$ cat config.mk
export PLATFORM = sky130hd
export DESIGN_NAME = rf_wb_arbiter
export DESIGN_NICKNAME = d
export VERILOG_FILES = /design/src/rtl/rf_wb_arbiter.sv
export SDC_FILE = /design/constraint.sdc
export NUM_CORES = 1
export LEC_CHECK = 0
export CORE_MARGIN = 2
export CORE_UTILIZATION = 45
export DETAILED_ROUTE_END_ITERATION = 8
export PLACE_DENSITY = 0.72
export SYNTH_ARGS = -nofsm -noshare
export SYNTH_HDL_FRONTEND = slang
export SYNTH_SLANG_ARGS = --single-unit
$ cat constraint.sdc
create_clock -name clk -period 5.85 [get_ports clk]
set_input_delay 0.585 -clock clk [delete_from_list [all_inputs] [get_ports clk]]
set_output_delay 0.585 -clock clk [all_outputs]
set_load 0.02 [all_outputs]
$ cat src/rtl/rf_wb_arbiter.sv
// Register-file write-port arbiter: pipeline write-back has fixed priority over a
// queued secondary requester, with a pending-register scoreboard and starvation freeze.
module rf_wb_arbiter #(
    parameter int DATA_W   = 32,
    parameter int REG_W    = 5,
    parameter int DEPTH    = 2,
    parameter int MAX_WAIT = 4
) (
    input  logic              clk,
    input  logic              rst,
    input  logic              wb_valid,
    input  logic [REG_W-1:0]  wb_rd,
    input  logic [DATA_W-1:0] wb_data,
    input  logic              sec_valid,
    output logic              sec_ready,
    input  logic [REG_W-1:0]  sec_rd,
    input  logic [DATA_W-1:0] sec_data,
    input  logic              issue_valid,
    input  logic [REG_W-1:0]  issue_rd,
    input  logic [REG_W-1:0]  chk_rs1,
    input  logic [REG_W-1:0]  chk_rs2,
    input  logic [REG_W-1:0]  chk_rd,
    output logic              busy,
    output logic              stall_req,
    output logic              rf_we,
    output logic [REG_W-1:0]  rf_waddr,
    output logic [DATA_W-1:0] rf_wdata,
    output logic              err
);

    localparam int NREG  = 1 << REG_W;
    localparam int PTR_W = (DEPTH > 1) ? $clog2(DEPTH) : 1;
    localparam int CNT_W = $clog2(DEPTH + 1);
    localparam int WC_W  = $clog2(MAX_WAIT + 1);

    localparam logic [CNT_W-1:0] FULL_CNT  = CNT_W'(DEPTH);
    localparam logic [WC_W-1:0]  WAIT_MAX  = WC_W'(MAX_WAIT);
    localparam logic [WC_W-1:0]  WAIT_LAST = WC_W'(MAX_WAIT - 1);

    // Secondary result queue
    logic [REG_W-1:0]  fifo_rd_q   [DEPTH];
    logic [REG_W-1:0]  fifo_rd_d   [DEPTH];
    logic [DATA_W-1:0] fifo_data_q [DEPTH];
    logic [DATA_W-1:0] fifo_data_d [DEPTH];
    logic [PTR_W-1:0]  wr_ptr_q, wr_ptr_d;
    logic [PTR_W-1:0]  rd_ptr_q, rd_ptr_d;
    logic [CNT_W-1:0]  count_q, count_d;

    logic [NREG-1:0]   pending_q, pending_d;
    logic [WC_W-1:0]   wait_cnt_q, wait_cnt_d;
    logic              stall_req_q, stall_req_d;
    logic              err_q, err_d;

    logic              wb_write;
    logic              fifo_empty;
    logic              fifo_full;
    logic [REG_W-1:0]  head_rd;
    logic [DATA_W-1:0] head_data;
    logic              push;
    logic              head_commit;
    logic              denied;

    always_comb begin
        wb_write    = wb_valid && (wb_rd != '0);
        fifo_empty  = (count_q == '0);
        fifo_full   = (count_q == FULL_CNT);
        head_rd     = fifo_rd_q[rd_ptr_q];
        head_data   = fifo_data_q[rd_ptr_q];
        // Ready reflects registered occupancy only: a pop this cycle does not free a slot.
        sec_ready   = !rst && !fifo_full;
        push        = sec_valid && sec_ready && (sec_rd != '0);
        head_commit = !rst && !fifo_empty && !wb_write;
        denied      = !rst && !fifo_empty && wb_write;
    end

    always_comb begin
        rf_we    = 1'b0;
        rf_waddr = '0;
        rf_wdata = '0;
        if (!rst) begin
            if (wb_write) begin
                rf_we    = 1'b1;
                rf_waddr = wb_rd;
                rf_wdata = wb_data;
            end else if (!fifo_empty) begin
                rf_we    = 1'b1;
                rf_waddr = head_rd;
                rf_wdata = head_data;
            end
        end
    end

    always_comb begin
        fifo_rd_d   = fifo_rd_q;
        fifo_data_d = fifo_data_q;
        wr_ptr_d    = wr_ptr_q;
        rd_ptr_d    = rd_ptr_q;
        count_d     = count_q;
        if (push) begin
            fifo_rd_d[wr_ptr_q]   = sec_rd;
            fifo_data_d[wr_ptr_q] = sec_data;
            wr_ptr_d              = wr_ptr_q + PTR_W'(1);
        end
        if (head_commit) begin
            rd_ptr_d = rd_ptr_q + PTR_W'(1);
        end
        case ({push, head_commit})
            2'b10:   count_d = count_q + CNT_W'(1);
            2'b01:   count_d = count_q - CNT_W'(1);
            default: count_d = count_q;
        endcase
    end

    // Clear before set so an issue to the committing register keeps it pending.
    always_comb begin
        pending_d = pending_q;
        if (head_commit) begin
            pending_d[head_rd] = 1'b0;
        end
        if (issue_valid && (issue_rd != '0)) begin
            pending_d[issue_rd] = 1'b1;
        end
        pending_d[0] = 1'b0;
    end

    always_comb begin
        busy = pending_q[chk_rs1] | pending_q[chk_rs2] | pending_q[chk_rd];
    end

    always_comb begin
        wait_cnt_d  = wait_cnt_q;
        stall_req_d = stall_req_q;
        if (head_commit) begin
            wait_cnt_d  = '0;
            stall_req_d = 1'b0;
        end else if (denied) begin
            if (wait_cnt_q != WAIT_MAX) begin
                wait_cnt_d = wait_cnt_q + WC_W'(1);
            end
            if (wait_cnt_q == WAIT_LAST) begin
                stall_req_d = 1'b1;
            end
        end
    end

    // Sticky: double issue to a pending register, or WB traffic during a freeze.
    always_comb begin
        err_d = err_q;
        if (issue_valid && (issue_rd != '0) && pending_q[issue_rd]) begin
            err_d = 1'b1;
        end
        if (stall_req_q && wb_valid) begin
            err_d = 1'b1;
        end
    end

    always_ff @(posedge clk) begin
        if (rst) begin
            for (int i = 0; i < DEPTH; i++) begin
                fifo_rd_q[i]   <= '0;
                fifo_data_q[i] <= '0;
            end
            wr_ptr_q    <= '0;
            rd_ptr_q    <= '0;
            count_q     <= '0;
            pending_q   <= '0;
            wait_cnt_q  <= '0;
            stall_req_q <= 1'b0;
            err_q       <= 1'b0;
        end else begin
            fifo_rd_q   <= fifo_rd_d;
            fifo_data_q <= fifo_data_d;
            wr_ptr_q    <= wr_ptr_d;
            rd_ptr_q    <= rd_ptr_d;
            count_q     <= count_d;
            pending_q   <= pending_d;
            wait_cnt_q  <= wait_cnt_d;
            stall_req_q <= stall_req_d;
            err_q       <= err_d;
        end
    end

    assign stall_req = stall_req_q;
    assign err       = err_q;

endmodule
==> results of run 1 <==
==> critical path: stages <==
cell and delay [ps]:
clkdlybuf4s50_1 450, or4_1 620, o21ai_4 370, nand2_1 260, o21ai_0 340, clkdlybuf4s50_1 690
==> layout by cell type (no fill, tap or decap), drive strengths merged, types with 5 or more instances in the layout <==
master,count
inv,11
nand2,53
nand2b,5
mux4,27
mux2i,122
nor2,127
buf,9
dfxtp,114
clkdlybuf4s50,139
o21ai,40
nor3b,5
clkbuf,22
nor2b,6
clkinv,6
a21oi,39
mux2,5
o22a,33
==> layout make-up <==
type,count,area [um2],area share
Clock inverter,10,131,0.0156
Clock buffer,22,474,0.0561
Inverter,11,41.3,0.00489
Multi-Input combinational cell,519,3830,0.454
Timing Repair Buffer,148,1460,0.173
Sequential cell,114,2280,0.270
Tap cell,180,225,0.0267
==> per-layer routing <==
layer / up-vias / routed length, um
li1: 2742 / -
met1: 2808 / 8030
met2: 264 / 9330
met3: 36 / 1480
met4: 0 / 359
met5: - / 0
==> state kept, by name (all words and copies together), names as in the netlist <==
register	flops
fifo_data_q	64
stall_req	1
pending_q	31
count_q	2
wr_ptr_q	1
wait_cnt_q	3
err	1
rd_ptr_q	1
fifo_rd_q	10
==> worst max path at each step <==
stage	start	endpoint	slack [ps]	cells after the start
2_1_floorplan	chk_rs2[0]	busy	3160	5
3_3_place_gp	chk_rs2[0]	busy	2020	6
3_5_place_dp	wb_rd[1]	rf_waddr[2]	1970	6
4_1_cts	wb_rd[1]	rf_waddr[2]	1950	6
5_1_grt	wb_rd[1]	rf_waddr[2]	1850	6
6_report	wb_rd[1]	rf_waddr[2]	1940	6
==> metrics by stage <==
stage / power, W / hold WS [ps]
2_1_floorplan: 0.00106 / 460
3_3_place_gp: 0.00121 / 472
3_5_place_dp: 0.00122 / 485
4_1_cts: 0.00227 / 498
5_1_grt: 0.00233 / 510
6_report: 0.00226 / 496
==> power groups by stage <==
stage | combinational, W | sequential [W] | clock [W]
2_1_floorplan | 0.000224 | 0.000835 | 0
3_3_place_gp | 0.000363 | 0.000844 | 0
3_5_place_dp | 0.000371 | 0.000846 | 0
4_1_cts | 0.000374 | 0.000831 | 0.00107
5_1_grt | 0.000400 | 0.000834 | 0.00110
6_report | 0.000374 | 0.000831 | 0.00106
==> cell families (layout without fill, tap and decap cells) <==
group	after synthesis	after routing	share of synthesized area
and+or+nand+nor	227	227	0.155
muxes	154	154	0.296
AOI/OAI and AO/OA	130	130	0.130
DFF	114	114	0.356
buffers and inverters	63	191	0.0492
adders and majority gates	4	4	0.00780
xor gates and xnor gates	4	4	0.00546
==> results_dict.tcl, run 1 <==
set metrics [dict create \
    status "complete, no violations" \
    p_sw_frac 0.253 \
    worstPathMaxFanout 12 \
    stdcell_count 1004 \
    final_design_area_no_fill_um2 8450 \
    endpoint_kind "output port" \
    setup_violations 0 \
    synth.largest_area_cell "dfxtp_1" \
    seq_area_frac_synth 0.356 \
    yosys.area.top_type_share 0.356 \
    die-height_um 123 \
    wire_per_inst_um 19.1 \
    drc 0 \
    tightestPinTransition_ps 780 \
    area_growth_pct 31.7 \
    min_to "fifo_data_q[0]" \
    synth_nets 799 \
    cp-start-kind "primary input" \
    pwr-share-clk 0.467 \
    initial_core_util 0.462 \
    fp.dieW_um 123 \
    required_ps 5270 \
    rows 43 \
    powerDensity_nw_per_um2 268 \
    grt-busiest-layer "met2" \
    hpwl_um 13800 \
    hold_viol 0 \
    hold_path_depth 2 \
    syn_area_um2 6410 \
    ys.flop_type "dfxtp_1" \
    cts_setup_buffers 0 \
    cts.root.buffer_cell "clkbuf_16" \
    grt.overflow.total 0 \
    intPower_w 0.00169 \
    antenna_found_initial 0 \
    r2r-end "pending_q[17]" \
    use_met2 0.433 \
    ir_drop_mv 0.210 \
    ys_ff_latch 114 \
    fin_ws_ps 1940 \
    cts.repair.resized 0 \
    crit_type "in -> out" \
    grt_pass1_vias 5806 \
    globalplace.congestion 0.899 \
    layout-drive-gt1-share 0.0886 \
    grt_use_met3 0.0590 \
    dp_slack_ps 1970 \
    syn_avg_cell_area_um2 9.22 \
    synth_edf_count 0 \
    coreArea_um2 13900 \
    fin_crit_ps 3910 \
    htree_num_levels 4 \
    p_switching_w 0.000573 \
    num_vias 5850 \
    finalClockSkew_ps 5.31 \
    min_period_over_period 0.668 \
    ys_warn_count 0 \
    grt_usage 0.257 \
    placed_area_um2 7840 \
    clkSlewWorstSetupHoldPaths_ps 50 \
    r2r-start "rd_ptr_q" \
    post-synth-top-count-cell "nor2_1" \
    dpl.cell_count 972 \
    syn_inst 696 \
    arrival_ps 3320 \
    drt_iter0_drc 353 \
    cellLeakagePower_nw 3.28 \
    reg2reg_slack_ps 3100 \
    grt_use_met1 0.327 \
    viasPerCell 5.83 \
    dr.pass1.iters 5 \
    clock-sinks 114 \
    maxSlewHeadroom 0.479 \
    clkLatencyLatePin_ps 410 \
    ioPinCount 141 \
    synth_cell_types 50 \
    grt_pass1_wl_um 30100 \
    nFillCells 1178 \
    portBuffers 140 \
    cap_viol_max_count 0 \
    fin_setup_tns_ps 0 \
    cts_tree "yes" \
    fmax_mhz 256 \
    final_core_util 0.608 \
    ys_top_cells_by_count "nor2_1, mux2i_1, dfxtp_1, nand2_1, a21oi_1" \
    cts_hold_buf 0 \
    drt_wl_total_um 19200 \
    fin_nets 914 \
    clockBufferDepth 2 \
    share_seq_of_total_power 0.368 \
    rsz0062_at_grt "false" \
    slew_viol_final 0 \
    cts_inserted_buffers 17 \
    diodes 0 \
    grt_max_degree 71 \
    min-delay-start "fifo_data_q[0]" \
    hold_class "reg -> reg" \
    async_flop_share 0 \
    ant_nets 0 \
    rr_worst_depth 6 \
    dieArea_um2 15200 \
    synth_area_leaders "dfxtp_1, mux2i_1, mux4_2" \
    pwr-share-comb 0.165 \
]
(Power assumes the default switching activity.)
==> run 2, diff against run 1 <==
PLACE_DENSITY = 0.75   (was 0.72)
clock period = 3.4 ns   (was 5.85 ns; I/O delays follow)
==> run 2 against run 1 <==
  * Register-to-register slack worse by 2100 ps
  * Sequential power grew 72%
  * Global-route usage fell by 0.76 points
  * First-iteration DRC count shrank 3.4%
  * Core utilization grew 0.71 points
  * Critical path type unchanged
==> results_dict.tcl, run 2 (synthesized netlist as in run 1, its figures left out) <==
set metrics [dict create \
    status "complete, no violations" \
    drc 0 \
    fp.dieW_um 123 \
    mostFrequentLayoutCells "clkdlybuf4s50_1, nor2_1, mux2i_1" \
    fin_setup_tns_ps 0 \
    grt_max_degree 73 \
    arrival_ps 2930 \
    reg.largest.list "fifo_data_q: 64 flops, pending_q: 31 flops, fifo_rd_q: 10 flops" \
    grt_pass1_wl_um 29600 \
    cts_inserted_buffers 17 \
    hpwl_um 13200 \
    nFillCells 1187 \
    diodes 0 \
    fmax_mhz 306 \
    antenna_found_initial 0 \
    fin_nets 918 \
    crit_chain "clkdlybuf4s50_1, mux4_1, mux4_2, a22oi_1, nand4_1, clkdlybuf4s50_1" \
    required_ps 3060 \
    clock-sinks 114 \
    cts_tree "yes" \
    finalClockSkew_ps 5.66 \
    htree_num_levels 4 \
    cts.repair.resized 0 \
    powerDensity_nw_per_um2 467 \
    crit_type "in -> out" \
    fin_crit_ps 3270 \
    tightestPinTransition_ps 733 \
    hold_viol 0 \
    ioPinCount 141 \
    ant_nets 0 \
    worstPathMaxFanout 6 \
    clkSlewWorstSetupHoldPaths_ps 50 \
    ir_drop_mv 0.332 \
    initial_core_util 0.462 \
    area_growth_pct 33.2 \
    grt_usage 0.250 \
    setup_violations 0 \
    min_period_over_period 0.961 \
    slew_viol_final 0 \
    cts.root.buffer_cell "clkbuf_16" \
    drt_wl_total_um 18300 \
    cellLeakagePower_nw 3.32 \
    hold_class "in -> reg" \
    die-height_um 123 \
    grt.overflow.total 0 \
    portBuffers 140 \
    layout-drive-gt1-share 0.0931 \
    wire_per_inst_um 18.2 \
    drt_iter0_drc 341 \
    dieArea_um2 15200 \
    finalPower_w 0.00399 \
    endpoint_kind "output port" \
    cts_hold_buf 0 \
    num_vias 5842 \
    final_common_cell "clkdlybuf4s50_1" \
    viasPerCell 5.80 \
    critPathMostFrequentCell "clkdlybuf4s50_1" \
    rows 43 \
    cp_slowest_cell "clkdlybuf4s50_1" \
    regMostFlops "fifo_data_q" \
    clockBufferDepth 2 \
    max_stage_delay_ps 650 \
    maxSlewHeadroom 0.512 \
    globalplace.congestion 0.900 \
    grt_pass1_vias 6102 \
    cap_viol_max_count 0 \
    largest_reg_flops 64 \
    rsz0062_at_grt "false" \
    dr.pass1.iters 5 \
    cp-start-kind "primary input" \
    coreArea_um2 13900 \
    clkLatencyLatePin_ps 410 \
    cts_setup_buffers 0 \
]
[run 2: path summary, 6_finish.rpt]
path | startpoint | end | slack (ps) | cells past startpoint
setup / recovery | chk_rs2[0] | busy | 130 | 6
hold / removal | rst | fifo_data_q[31] | 370 | 2
setup reg to reg | rd_ptr_q | pending_q[21] | 980 | 6
hold reg to reg | fifo_data_q[16] | fifo_data_q[16] | 490 | 2
[run 2: report_power, final]
group | internal [W] | total [W] | leakage, nW | switching (W)
clock | 0.00130 | 0.00191 | 0.304 | 0.000615
sequential | 0.00139 | 0.00143 | 0.925 | 0.0000430
combinational | 0.000322 | 0.000646 | 2.10 | 0.000324
[run 2: final cells by class]
class                      instances  area, um2  area share
clock inverter                     9        153      0.0179
tap                              180        225      0.0264
multi-input combinational        519       3830       0.448
inverter                          11       41.3     0.00483
sequential                       114       2280       0.267
clock buffer                      22        484      0.0567
timing repair buffer             152       1530       0.179
[run 2: metal layers]
| layer | up-vias | share of wire | GRT usage |
|---|---|---|---|
| met5 | - | 0 | 0 |
| met4 | 0 | 0.021 | 0.109 |
| met3 | 33 | 0.080 | 0.0673 |
| met2 | 250 | 0.50 | 0.429 |
| met1 | 2809 | 0.40 | 0.292 |
| li1 | 2750 | - | - |
[run 2: stage by stage]
| step | utilization | hold WS [ps] | instances | cell area, um2 | worst slack (ps) |
|---|---|---|---|---|---|
| after CTS | 0.616 | 361 | 1007 | 8540 | 158 |
| after floorplan | - | 460 | 696 | 6410 | 1200 |
| final | 0.616 | 369 | 1007 | 8540 | 132 |
| after detailed placement | 0.570 | 486 | 976 | 7910 | 164 |
| after global placement | 0.570 | 472 | 976 | 7910 | 166 |
| after global routing | 0.616 | 398 | 1007 | 8540 | 36.9 |
[run 2: worst max-delay path, delay by kind of cell]
kind | cells | cell delay [ps]
buffers and inverters | 2 | 1210
and+or+nand+nor | 1 | 120
muxes | 2 | 1060
AOI/OAI and AO/OA | 1 | 190
==> run 3, diff against run 2 <==
CELL_PAD_IN_SITES_DETAIL_PLACEMENT = 0   (was not set)
CELL_PAD_IN_SITES_GLOBAL_PLACEMENT = 1   (was not set)
CORE_UTILIZATION = 35   (was 45)
PLACE_DENSITY = not set   (was 0.75)
PLACE_DENSITY_LB_ADDON = 0.1   (was not set)
==> run 3 against run 2 <==
  * Clock power about the same
  * First-iteration DRC count decreased by 5.9%
  * Die area increased by 28%
  * Sequential share of layout area decreased by 0.19 points
  * Via count decreased by 1.4%
  * Wire length increased by 2.6%
  * Global-route usage decreased by 5.4 points
  * Final area increased by 0.73%
  * Largest cell class unchanged
  * Largest power group unchanged
==> results_dict.tcl, run 3 (synthesized netlist as in run 1, its figures left out) <==
set metrics [dict create \
    nFillCells 1707 \
    drt_iter0_drc 321 \
    fin_crit_ps 3220 \
    maxSlewHeadroom 0.458 \
    cellLeakagePower_nw 3.33 \
    dieArea_um2 19400 \
    grt_pass1_vias 5929 \
    fp.dieW_um 139 \
    dr.pass1.iters 5 \
    grt_max_degree 72 \
    viasPerCell 5.44 \
    coreArea_um2 18000 \
    cp-start-kind "primary input" \
    cts_inserted_buffers 17 \
    ant_nets 0 \
    fin_nets 919 \
    area_growth_pct 34.2 \
    clkSlewWorstSetupHoldPaths_ps 60 \
    cts_setup_buffers 0 \
    portBuffers 140 \
    fmax_mhz 311 \
    cts.repair.resized 0 \
    rows 49 \
    clkLatencyLatePin_ps 410 \
    drc 0 \
    drt_wl_total_um 18800 \
    regMostFlops "fifo_data_q" \
    grt_usage 0.196 \
    reg.largest.list "fifo_data_q: 64 flops, pending_q: 31 flops, fifo_rd_q: 10 flops" \
    cts_hold_buf 0 \
    multi_input_area_um2 3840 \
    setup_violations 0 \
    wire_per_inst_um 17.8 \
    largest_reg_flops 64 \
    powerDensity_nw_per_um2 464 \
    tightestPinTransition_ps 811 \
    grt.overflow.total 0 \
    initial_core_util 0.357 \
    diodes 0 \
    final_common_cell "clkdlybuf4s50_1" \
    required_ps 3060 \
    hold_class "in -> reg" \
    num_vias 5758 \
    slew_viol_final 0 \
    cts.root.buffer_cell "clkbuf_16" \
    ir_drop_mv 0.385 \
    rsz0062_at_grt "false" \
    clock-sinks 114 \
    seq_area_um2 2280 \
    endpoint_kind "output port" \
    hold_viol 0 \
    globalplace.congestion 0.848 \
    cap_viol_max_count 0 \
    htree_num_levels 4 \
    status "complete, no violations" \
    mostFrequentLayoutCells "clkdlybuf4s50_1, nor2_1, mux2i_1" \
    crit_type "in -> out" \
    antenna_found_initial 0 \
    min_period_over_period 0.946 \
    cts_tree "yes" \
    clockBufferDepth 2 \
    fin_hold_ws_ps 387 \
    fin_setup_tns_ps 0 \
    ioPinCount 141 \
    die-height_um 139 \
    worstPathMaxFanout 10 \
    final_design_area_no_fill_um2 8610 \
    arrival_ps 2880 \
    grt_pass1_wl_um 30600 \
    layout-drive-gt1-share 0.0965 \
    placed_area_um2 7970 \
    hpwl_um 13400 \
    finalClockSkew_ps 8.27 \
]
## run 3: changes by cell type in the layout (fill, tap and decap cells not counted), sizes merged
| cell | previous run | this run |
|---|---|---|
| inv | 11 | 16 |
| clkbuf | 22 | 18 |
| clkinv | 2 | 4 |
| clkinvlp | 3 | 1 |
| buf | 13 | 14 |
## run 3: final cells by class
cell class / count / share of cell area
Timing Repair Buffer: 153 / 0.177
Sequential cell: 114 / 0.265
Clock inverter: 14 / 0.0231
Tap cell: 229 / 0.0333
Inverter: 11 / 0.00480
Multi-Input combinational cell: 519 / 0.446
Clock buffer: 18 / 0.0510
## run 3: routing by layer
| layer | part of all wire | up-vias | track usage |
|---|---|---|---|
| met5 | 0 | - | 0 |
| met1 | 0.42 | 2785 | 0.232 |
| met3 | 0.071 | 30 | 0.0640 |
| met4 | 0.018 | 0 | 0.0665 |
| met2 | 0.49 | 189 | 0.335 |
| li1 | - | 2754 | - |
## run 3: where the power goes
part	total (W)	internal [W]	switching, W
logic	0.000646	0.000320	0.000326
registers	0.00142	0.00139	0.0000377
clock network	0.00192	0.00126	0.000666
## run 3: worst paths after layout
path,from,end,slack (ps),cells after the start
max,chk_rs2[0],busy,180,7
min,rst,count_q[0],390,2
max reg2reg,count_q[0],fifo_data_q[44],1290,6
min reg2reg,fifo_data_q[63],fifo_data_q[63],490,2
## run 3: critical path, stage by stage
cell,delay [ps]
clkdlybuf4s50_1,460
buf_4,170
mux4_1,570
mux4_2,470
a22oi_1,200
nand4_1,110
clkdlybuf4s50_1,550
## run 3: through the flow
| step | power (W) | util | setup WS [ps] | cells |
|---|---|---|---|---|
| 2_1_floorplan | 0.00182 | - | 1200 | 696 |
| 6_report | 0.00399 | 0.479 | 182 | 1058 |
| 5_1_grt | 0.00415 | 0.479 | 119 | 1058 |
| 4_1_cts | 0.00404 | 0.479 | 176 | 1058 |
| 3_5_place_dp | 0.00210 | 0.444 | 184 | 1026 |
| 3_3_place_gp | 0.00209 | 0.444 | 194 | 1026 |
